==> config.mk <==
export PLATFORM = sky130hd
export DESIGN_NAME = pc_gen_ras
export DESIGN_NICKNAME = d
export VERILOG_FILES = /design/src/rtl/pc_gen_ras.sv
export SDC_FILE = /design/constraint.sdc
export NUM_CORES = 1
export LEC_CHECK = 0
export ABC_AREA = 1
export CAP_MARGIN = 20
export CORE_AREA = 2 2 160 123
export DETAILED_ROUTE_END_ITERATION = 6
export DIE_AREA = 0 0 162 125
export PLACE_DENSITY = 0.86
export SLEW_MARGIN = 5
export SYNTH_ARGS = -nofsm -noshare
export SYNTH_HDL_FRONTEND = slang
export SYNTH_SLANG_ARGS = --single-unit
export TNS_END_PERCENT = 10
==> constraint.sdc <==
create_clock -name clk -period 5.7 [get_ports clk]
set_input_delay 1.71 -clock clk [delete_from_list [all_inputs] [get_ports clk]]
set_output_delay 1.71 -clock clk [all_outputs]
set_load 0.05 [all_outputs]
==> src/rtl/pc_gen_ras.sv <==
// Program counter generator with a circular return-address stack.
// Ports: clk, rst (async high), stall, pc_src[2:0], imm, jpc, rd1, zero;
//        outputs pc (reg), pc_plus4, pc_next, ras_empty, ras_full (comb),
//        ras_ovf, ras_unf (registered single-cycle pulses).
module pc_gen_ras #(
  parameter int WIDTH = 32,
  parameter int RAS_DEPTH = 4,
  parameter logic [WIDTH-1:0] RESET_PC = '0
) (
  input  logic             clk,
  input  logic             rst,
  input  logic             stall,
  input  logic [2:0]       pc_src,
  input  logic [WIDTH-1:0] imm,
  input  logic [WIDTH-1:0] jpc,
  input  logic [WIDTH-1:0] rd1,
  input  logic             zero,
  output logic [WIDTH-1:0] pc,
  output logic [WIDTH-1:0] pc_plus4,
  output logic [WIDTH-1:0] pc_next,
  output logic             ras_empty,
  output logic             ras_full,
  output logic             ras_ovf,
  output logic             ras_unf
);

  localparam int AW = $clog2(RAS_DEPTH);
  localparam int CW = $clog2(RAS_DEPTH + 1);
  localparam logic [CW-1:0] DEPTH_C = CW'(RAS_DEPTH);

  localparam logic [2:0] SRC_SEQ  = 3'b000;
  localparam logic [2:0] SRC_BEQ  = 3'b001;
  localparam logic [2:0] SRC_JR   = 3'b010;
  localparam logic [2:0] SRC_J    = 3'b011;
  localparam logic [2:0] SRC_BNE  = 3'b100;
  localparam logic [2:0] SRC_CALL = 3'b101;
  localparam logic [2:0] SRC_RET  = 3'b110;

  logic [WIDTH-1:0] stack [RAS_DEPTH];
  logic [AW-1:0]    top;
  logic [AW-1:0]    top_inc;
  logic [AW-1:0]    top_dec;
  logic [CW-1:0]    count;
  logic [WIDTH-1:0] btarget;
  logic             push;
  logic             pop;
  logic             commit;

  assign pc_plus4  = pc + WIDTH'(4);
  // imm is a word offset; the shift drops its top bits by design
  assign btarget   = pc_plus4 + (imm << 2);
  assign ras_empty = (count == '0);
  assign ras_full  = (count == DEPTH_C);
  assign top_inc   = top + AW'(1);
  assign top_dec   = top - AW'(1);
  assign commit    = !stall;

  always_comb begin
    pc_next = pc_plus4;
    push    = 1'b0;
    pop     = 1'b0;
    case (pc_src)
      SRC_SEQ:  pc_next = pc_plus4;
      SRC_BEQ:  pc_next = zero ? btarget : pc_plus4;
      SRC_JR:   pc_next = rd1;
      SRC_J:    pc_next = jpc;
      SRC_BNE:  pc_next = zero ? pc_plus4 : btarget;
      SRC_CALL: begin
        pc_next = jpc;
        push    = 1'b1;
      end
      SRC_RET: begin
        pc_next = ras_empty ? rd1 : stack[top];
        pop     = 1'b1;
      end
      default:  pc_next = pc_plus4;
    endcase
  end

  // Entries carry no reset; count alone defines validity.
  // The top pointer always advances on push, so a push into a full
  // stack lands on the oldest slot and becomes the new top.
  always_ff @(posedge clk) begin
    if (!rst && commit && push)
      stack[top_inc] <= pc_plus4;
  end

  always_ff @(posedge clk or posedge rst) begin
    if (rst) begin
      pc      <= RESET_PC;
      top     <= '0;
      count   <= '0;
      ras_ovf <= 1'b0;
      ras_unf <= 1'b0;
    end else begin
      ras_ovf <= 1'b0;
      ras_unf <= 1'b0;
      if (commit) begin
        pc <= pc_next;
        if (push) begin
          top <= top_inc;
          if (ras_full)
            ras_ovf <= 1'b1;
          else
            count <= count + CW'(1);
        end else if (pop) begin
          if (ras_empty) begin
            ras_unf <= 1'b1;
          end else begin
            top   <= top_dec;
            count <= count - CW'(1);
          end
        end
      end
    end
  end

endmodule

==> metrics, run 1 <==
Crit path required time=3.99 ns; CTS max path bufs=2; Most Crowded Layer GR=met2; CP max-delay cell=clkdlybuf4s50_1; failing checks=design-rule violations, negative setup slack; hold crit path type=reg -> reg; Synth async-reset ratio=0.234; DR DRC count=6; crit path DAT=4.03 ns; dpl cells=1,813; EDFF count, synth=approximately 130; Pwr Total=6.47 mW; synthesis-to-layout area growth=41.6%; GP Congestion=a little under 1; first-pass GRT wire length=59,300 microns; pwr dens=434 mW/mm^2; H-tree Lvls=4; crit-path cells=clkdlybuf4s50_1 > inv_2 > nand2_1 > nand2_2 > inv_2 > buf_4 > nand2_1 > nand2_1 > a211oi_1 > nand2_1 > inv_1 > a21boi_2 > buf_12; Bufs and invs on worst path=6; post-synthesis mux area share=0.00107; Die W=162 microns; Synth Area in XOR/XNOR=0.0208; max-cap violations=0; Clock transition at path regs=around 0.07 ns; Crit Path Class=in -> out; Clock Latency Late Sink=0.44 ns; drt first-iter violations=1,770; synthesis-stage register bit count=167; Cell variety after synth=53; post-synthesis sequential area ratio=0.458; Design Area, Final=0.0149 sq mm; Core Rows=44; RSZ-0062 raised after global routing=true; pre-CTS setup slack=-0.252 ns; Num CTS Buffers=17; clock sinks=approximately 170; Finished Layout Cells=1,854; Vert. Die Dim=125 microns; post-synth top area share=0.365; io pins=just over 200; Synth Area in Simple Gates=0.276; nets=~1,700; GRT Total Usage=0.391; DP Area=0.0138 sq mm; Peak VDD IR=around 0.53 mV; Synth Area in Compound Gates=0.118; share of post-route cells with drive strength above 1=0.184; Tmin final=5.74 ns; final worst slack=-0.0374 ns; worst-path maximum fanout=12; maximum number of pins on one net before global-route repair=69; CTS tree=done; routed wire length=40,800 microns; Lkg Pwr=6.56 nW; Syn Nets=1,462; CP max stage delay=0.62 ns; final slew viol count=0; met1 Use GR=0.548; synthesized instance count=1,315; Core Box Area=approximately 0.019 sq mm; synth top area cells=edfxtp_1 37%, nand2_1 15%, dfrtp_1 9.3%; Primary FF master, synth=edfxtp_1; initial core utilization=0.559; Avg Cell Area, Syn=8.00 sq um; Critical Path Sink Type=output pin; Worst setup SP type=input port; relative slew slack=0.396; largest family of logic cells by synthesized area=simple AND/OR/NAND/NOR gates; Hold Vio Cnt, Final=0; CP top delay family=buffers and inverters; routed length per instance=22.0 microns; yosys warns=0; worst-case clock skew=between 0.008 and 0.009 ns; DR pass1 iterations=7; DR vias=11,321; most used cell, CP=nand2_1; antenna diode instance count=0; antenna violations before repair=0; ANT nets after route=0; Final setup violation count=3; port bufs=200; GR met3 Demand/Resource=0.0942; worst slew pin tran=0.904 ns; post-synthesis adder-cell area fraction=0.0537; vias per inst=6.11; Syn Std Cell Area=0.0105 sq mm; full die area=between 0.02 and 0.025 sq mm; period utilization=1.01; outcome=complete, but fails checks; Hold Worst Slack=~0.48 ns; clk root buf=clkbuf_16; Achievable Freq=0.174 GHz; Post-DP HPWL=27,800 microns; vias in the first global route=slightly above 10,000; Filler Cells Inserted=1,214; largest area contributor in the netlist=edfxtp_1; met2 Track Usage GR=0.609; GR Overflow Total=0
## flip-flops by register name, summed over array words and instances, names as in the netlist
| name | flops |
|---|---|
| pc | 32 |
| stack | 128 |
| top | 2 |
| ras_unf | 1 |
| ras_ovf | 1 |
| count | 3 |
## worst register-to-register path, cell delays in order, from the launching register on
cell,delay (ns)
dfrtp_2,0.43
ha_1,0.21
nand2_1,0.11
nor2_4,0.16
nand3_1,0.19
xor2_1,0.27
inv_1,0.26
ha_1,0.41
nand2_1,0.08
nand2_1,0.08
inv_1,0.06
nand2_1,0.11
a21oi_2,0.15
nand2_2,0.12
or2_2,0.28
nand3_1,0.11
o211ai_2,0.16
buf_4,0.17
nand2_1,0.04
o21ai_0,0.08
## cell usage in the layout, fill, tap and decap left out, types with 5 or more instances in the layout
cell             Yosys  layout
a21oi_1             63      52
a21oi_2              0      11
a221oi_1             6       6
a22o_1               8       8
buf_12               0      39
buf_4                4      84
clkbuf_16            0      17
clkdlybuf4s50_1      0     165
dfrtp_1             39      33
dfrtp_2              0       6
edfxtp_1           128     128
ha_1                42      38
inv_1              140     132
inv_2                6      10
inv_8                0       5
nand2_1            407     388
nand2_2              6      15
nand2_4              1      10
nand3_1             90      72
nand3_2              8      21
nand3_4              0       5
nand4_1             15      15
nor2_1             116     108
nor2_2               5       9
nor2_4               1       5
nor3_1              15      10
nor3_2               2       6
o211ai_2             6       6
o21ai_0             73      71
o21bai_1             6       6
o22ai_1             17      17
or2_2                5       5
xnor2_1              9       7
xor2_1              16      12
## metrics by stage
stage / util / TNS, ns
after detailed placement: 0.731 / -1.51
after floorplan: - / -0.263
after global placement: 0.731 / -1.42
final: 0.791 / -0.0881
after CTS: 0.767 / -0.0390
after global routing: 0.791 / -0.385
## cell type report
type / instances / area [sq um] / area share
well taps: 253 / 317 / 0.0212
flip-flops and latches: 167 / 4830 / 0.324
inverters: 147 / 563 / 0.0378
clock buffers: 17 / 425 / 0.0286
multi-input cells: 960 / 5440 / 0.365
repair buffers: 295 / 3150 / 0.211
clock inverters: 15 / 179 / 0.0120
## path summary, 6_finish.rpt
path	start	to	slack (ns)	depth (start not counted)
hold reg to reg	count[2]	count[2]	0.48	1
min in group asynchronous	rst	count[1]	1.77	3
setup reg to reg	pc[3]	pc[15]	2.08	19
hold / removal	count[2]	count[2]	0.48	1
setup / recovery	pc_src[2]	pc_next[24]	-0.04	13
max in group asynchronous	rst	pc[13]	3.48	3
## routing by layer
metal / share of wire / routed length [microns] / vias up
met5: 0 / 0 / -
met4: 0.034 / 1370 / 0
met3: 0.13 / 5460 / 154
met2: 0.45 / 18500 / 936
met1: 0.38 / 15400 / 5286
li1: - / - / 4945
## kinds of logic after synthesis
family | Yosys count
flops | 167
fa+ha+maj | 44
xor+xnor | 25
compound gates | 206
simple gates | 684
buf+inv | 188
mux | 1
## synth_stat cells (4+ instances only)
| master | number |
|---|---|
| clkbuf_1 | 20 |
| nand2_1 | 407 |
| nand4_1 | 15 |
| buf_2 | 13 |
| dfrtp_1 | 39 |
| nor2_1 | 116 |
| a22oi_1 | 4 |
| xnor2_1 | 9 |
| edfxtp_1 | 128 |
| nand3_2 | 8 |
| inv_1 | 140 |
| o21bai_1 | 6 |
| nor2_2 | 5 |
| ha_1 | 42 |
| a221oi_1 | 6 |
| o21ai_0 | 73 |
| o211ai_2 | 6 |
| buf_4 | 4 |
| nand3_1 | 90 |
| nand2_2 | 6 |
| nor3_1 | 15 |
| nand3b_1 | 4 |
| a22o_1 | 8 |
| a21oi_1 | 63 |
| inv_2 | 6 |
| or2_2 | 5 |
| xor2_1 | 16 |
| o22ai_1 | 17 |
## where the power goes
group	switching [mW]	total (mW)	internal, mW
logic	2.40	3.69	1.29
registers	0.135	1.61	1.47
clock network	0.543	1.17	0.629
## repair_timing
action / CTS / global route
endpoints found under the setup margin: 15 / 27
pin swaps: 5 / 20
endpoints found under the hold margin: 0 / 0
hold buffers: 0 / 0
gates resized for setup: 20 / 91
setup buffers: 0 / 9
No activity file was read; power rests on OpenSTA's default activity.
==> run 2: changes to the inputs <==
Settings changed: CORE_AREA 2 2 160 123 to 2 2 165 126, DIE_AREA 0 0 162 125 to 0 0 167 128, PLACE_DENSITY 0.86 to 0.82.
==> metrics, run 2 (synthesis gave the netlist of run 1 again) <==
Design Area, Final=0.0148 sq mm (was 0.0149 sq mm); Clock Latency Late Sink=0.45 ns (was 0.44 ns); first-pass GRT wire length=57,300 microns (was 59,300 microns); GP Congestion=0.969 (was 0.967); share of post-route cells with drive strength above 1=0.185 (was 0.184); Worst setup SP type=input port (unchanged); max reg flops=128 (unchanged); DP Area=0.0138 sq mm (about the same); nets=1,743 (was 1,735); Crit Path Class=in -> out (unchanged); H-tree Lvls=4 (unchanged); DR DRC count=0 (was 6); port bufs=200 (unchanged); drt first-iter violations=1,164 (was 1,770); DR pass1 iterations=6 (was 7); Final setup violation count=0 (was 3); Clock transition at path regs=0.07 ns (about the same); synthesis-to-layout area growth=40.7% (was 41.6%); maximum number of pins on one net before global-route repair=69 (unchanged); hold path endpoint=count[2] (unchanged); hold_sp=count[2] (unchanged); clock network power share=0.178 (was 0.181); hold crit path type=reg -> reg (unchanged); Peak VDD IR=0.542 mV (was 0.532 mV); CTS tree=done (unchanged); Combinational Power Share=0.569 (was 0.571); routed wire length=38,500 microns (was 40,800 microns); routed length per instance=20.6 microns (was 22.0 microns); clock sinks=167 (unchanged); final slew viol count=0 (unchanged); largest registers=stack: 128 flops, pc: 32 flops, count: 3 flops (unchanged); DR vias=10,855 (was 11,321); Tmin final=5.68 ns (was 5.74 ns); max-cap violations=0 (unchanged); RSZ-0062 raised after global routing=true (unchanged); GR Overflow Total=0 (unchanged); switching share of total power=0.472 (was 0.476); vias in the first global route=10,424 (was 10,308); clk root buf=clkbuf_16 (unchanged); initial core utilization=0.529 (was 0.559); P_int=3.35 mW (was 3.39 mW); period utilization=0.997 (was 1.01); Worst Reg-to-Reg Cells=19 (unchanged); io pins=203 (unchanged); pwr dens=429 mW/mm^2 (was 434 mW/mm^2); Die W=167 microns (was 162 microns); Num CTS Buffers=17 (unchanged); worst slew pin tran=0.719 ns (was 0.904 ns); worst-path maximum fanout=5 (was 12); most common cell after layout, fill and taps aside=nand2_1 (unchanged); post-layout util=0.745 (was 0.791); Post-DP HPWL=28,100 microns (was 27,800 microns); antenna diode instance count=0 (unchanged); Setup TNS=0 ns (was -0.0881 ns); Vert. Die Dim=128 microns (was 125 microns); Lkg Pwr=6.46 nW (was 6.56 nW); CTS Hold Bufs=0 (unchanged); WHS Path Cells=1 (unchanged); Psw=3.00 mW (was 3.08 mW); full die area=0.0214 sq mm (was 0.0203 sq mm); worst-case clock skew=0.0119 ns (was 0.00827 ns); GRT Total Usage=0.355 (was 0.391); Critical Path Sink Type=output pin (unchanged); CTS max path bufs=2 (unchanged); Hold Vio Cnt, Final=0 (unchanged); reg2reg setup slack=2.04 ns (was 2.08 ns); Core Box Area=0.0199 sq mm (was 0.0188 sq mm); relative slew slack=0.521 (was 0.396); worst r2r src=pc[2] (was pc[3]); Seq pwr share=0.253 (was 0.248); antenna violations before repair=0 (unchanged); Top reg by flops=stack (unchanged); Reg-to-Reg End=pc[15] (unchanged); vias per inst=5.81 (was 6.11); most frequent cells in the layout=395 x nand2_1, 168 x clkdlybuf4s50_1, 134 x inv_1 (was 388 x nand2_1, 165 x clkdlybuf4s50_1, 132 x inv_1); Core Rows=45 (was 44); outcome=finished, final reports clean (was complete, but fails checks); crit path DAT=3.97 ns (was 4.03 ns); Crit path required time=3.99 ns (about the same); ANT nets after route=0 (unchanged); Filler Cells Inserted=1,435 (was 1,214); Achievable Freq=0.176 GHz (was 0.174 GHz)
[run 2: routing by layer]
layer	GRT usage	wire (microns)	up-vias
met3	0.0812	4470	73
met1	0.499	15400	5141
li1	-	-	4973
met5	0	0	-
met2	0.563	17800	668
met4	0.0872	759	0
[run 2: repair_timing]
item | 4_1_cts | 5_1_grt
buffers inserted | 1 | 10
resized for setup | 17 | 65
setup endpoints to repair | 15 | 23
pin swaps | 4 | 17
gates cloned | 0 | 1
[run 2: worst max-delay path by stage]
stage	startpoint	end	slack (ns)	depth (start not counted)
finish	imm[0]	pc_next[12]	0.02	14
global placement	imm[0]	pc_next[12]	-0.23	14
floorplan	pc[2]	pc_next[26]	-0.19	13
global route	imm[0]	pc_next[18]	-0.11	15
detailed placement	imm[0]	pc_next[12]	-0.23	14
CTS	imm[1]	pc_next[15]	-0.005	13
[run 2: per-stage QoR]
step | setup WS (ns) | cells | hold WS, ns | power (mW)
after CTS | -0.00547 | 1856 | 0.479 | 6.16
after detailed placement | -0.229 | 1823 | 0.470 | 5.01
after floorplan | -0.186 | 1315 | 0.442 | 3.63
after global placement | -0.226 | 1823 | 0.457 | 4.95
after global routing | -0.106 | 1867 | 0.499 | 6.63
final | 0.0155 | 1867 | 0.479 | 6.35
[run 2: critical path: stages]
cell	delay, ns
clkdlybuf4s50_1	0.46
ha_2	0.18
inv_1	0.06
fa_2	0.38
inv_1	0.06
nand3_1	0.07
nand2_2	0.10
nand2_2	0.08
nand2_4	0.08
nand2_2	0.06
nand2_4	0.10
o21ai_0	0.15
a21oi_2	0.29
buf_12	0.18
[run 2: area by class of cell]
| type | instances | area, sq um | share of cell area |
|---|---|---|---|
| multi-input cells | 961 | 5360 | 0.362 |
| flip-flops and latches | 167 | 4830 | 0.326 |
| repair buffers | 302 | 3150 | 0.213 |
| inverters | 147 | 559 | 0.0378 |
| clock buffers | 17 | 425 | 0.0287 |
| well taps | 258 | 323 | 0.0218 |
| clock inverters | 15 | 153 | 0.0103 |
[run 2: power groups by stage]
stage / registers [mW] / clock network, mW / logic [mW]
after global placement: 1.62 / 0 / 3.33
after global routing: 1.62 / 1.17 / 3.84
after detailed placement: 1.62 / 0 / 3.39
after floorplan: 1.79 / 0 / 1.83
final: 1.61 / 1.13 / 3.61
after CTS: 1.60 / 1.13 / 3.44
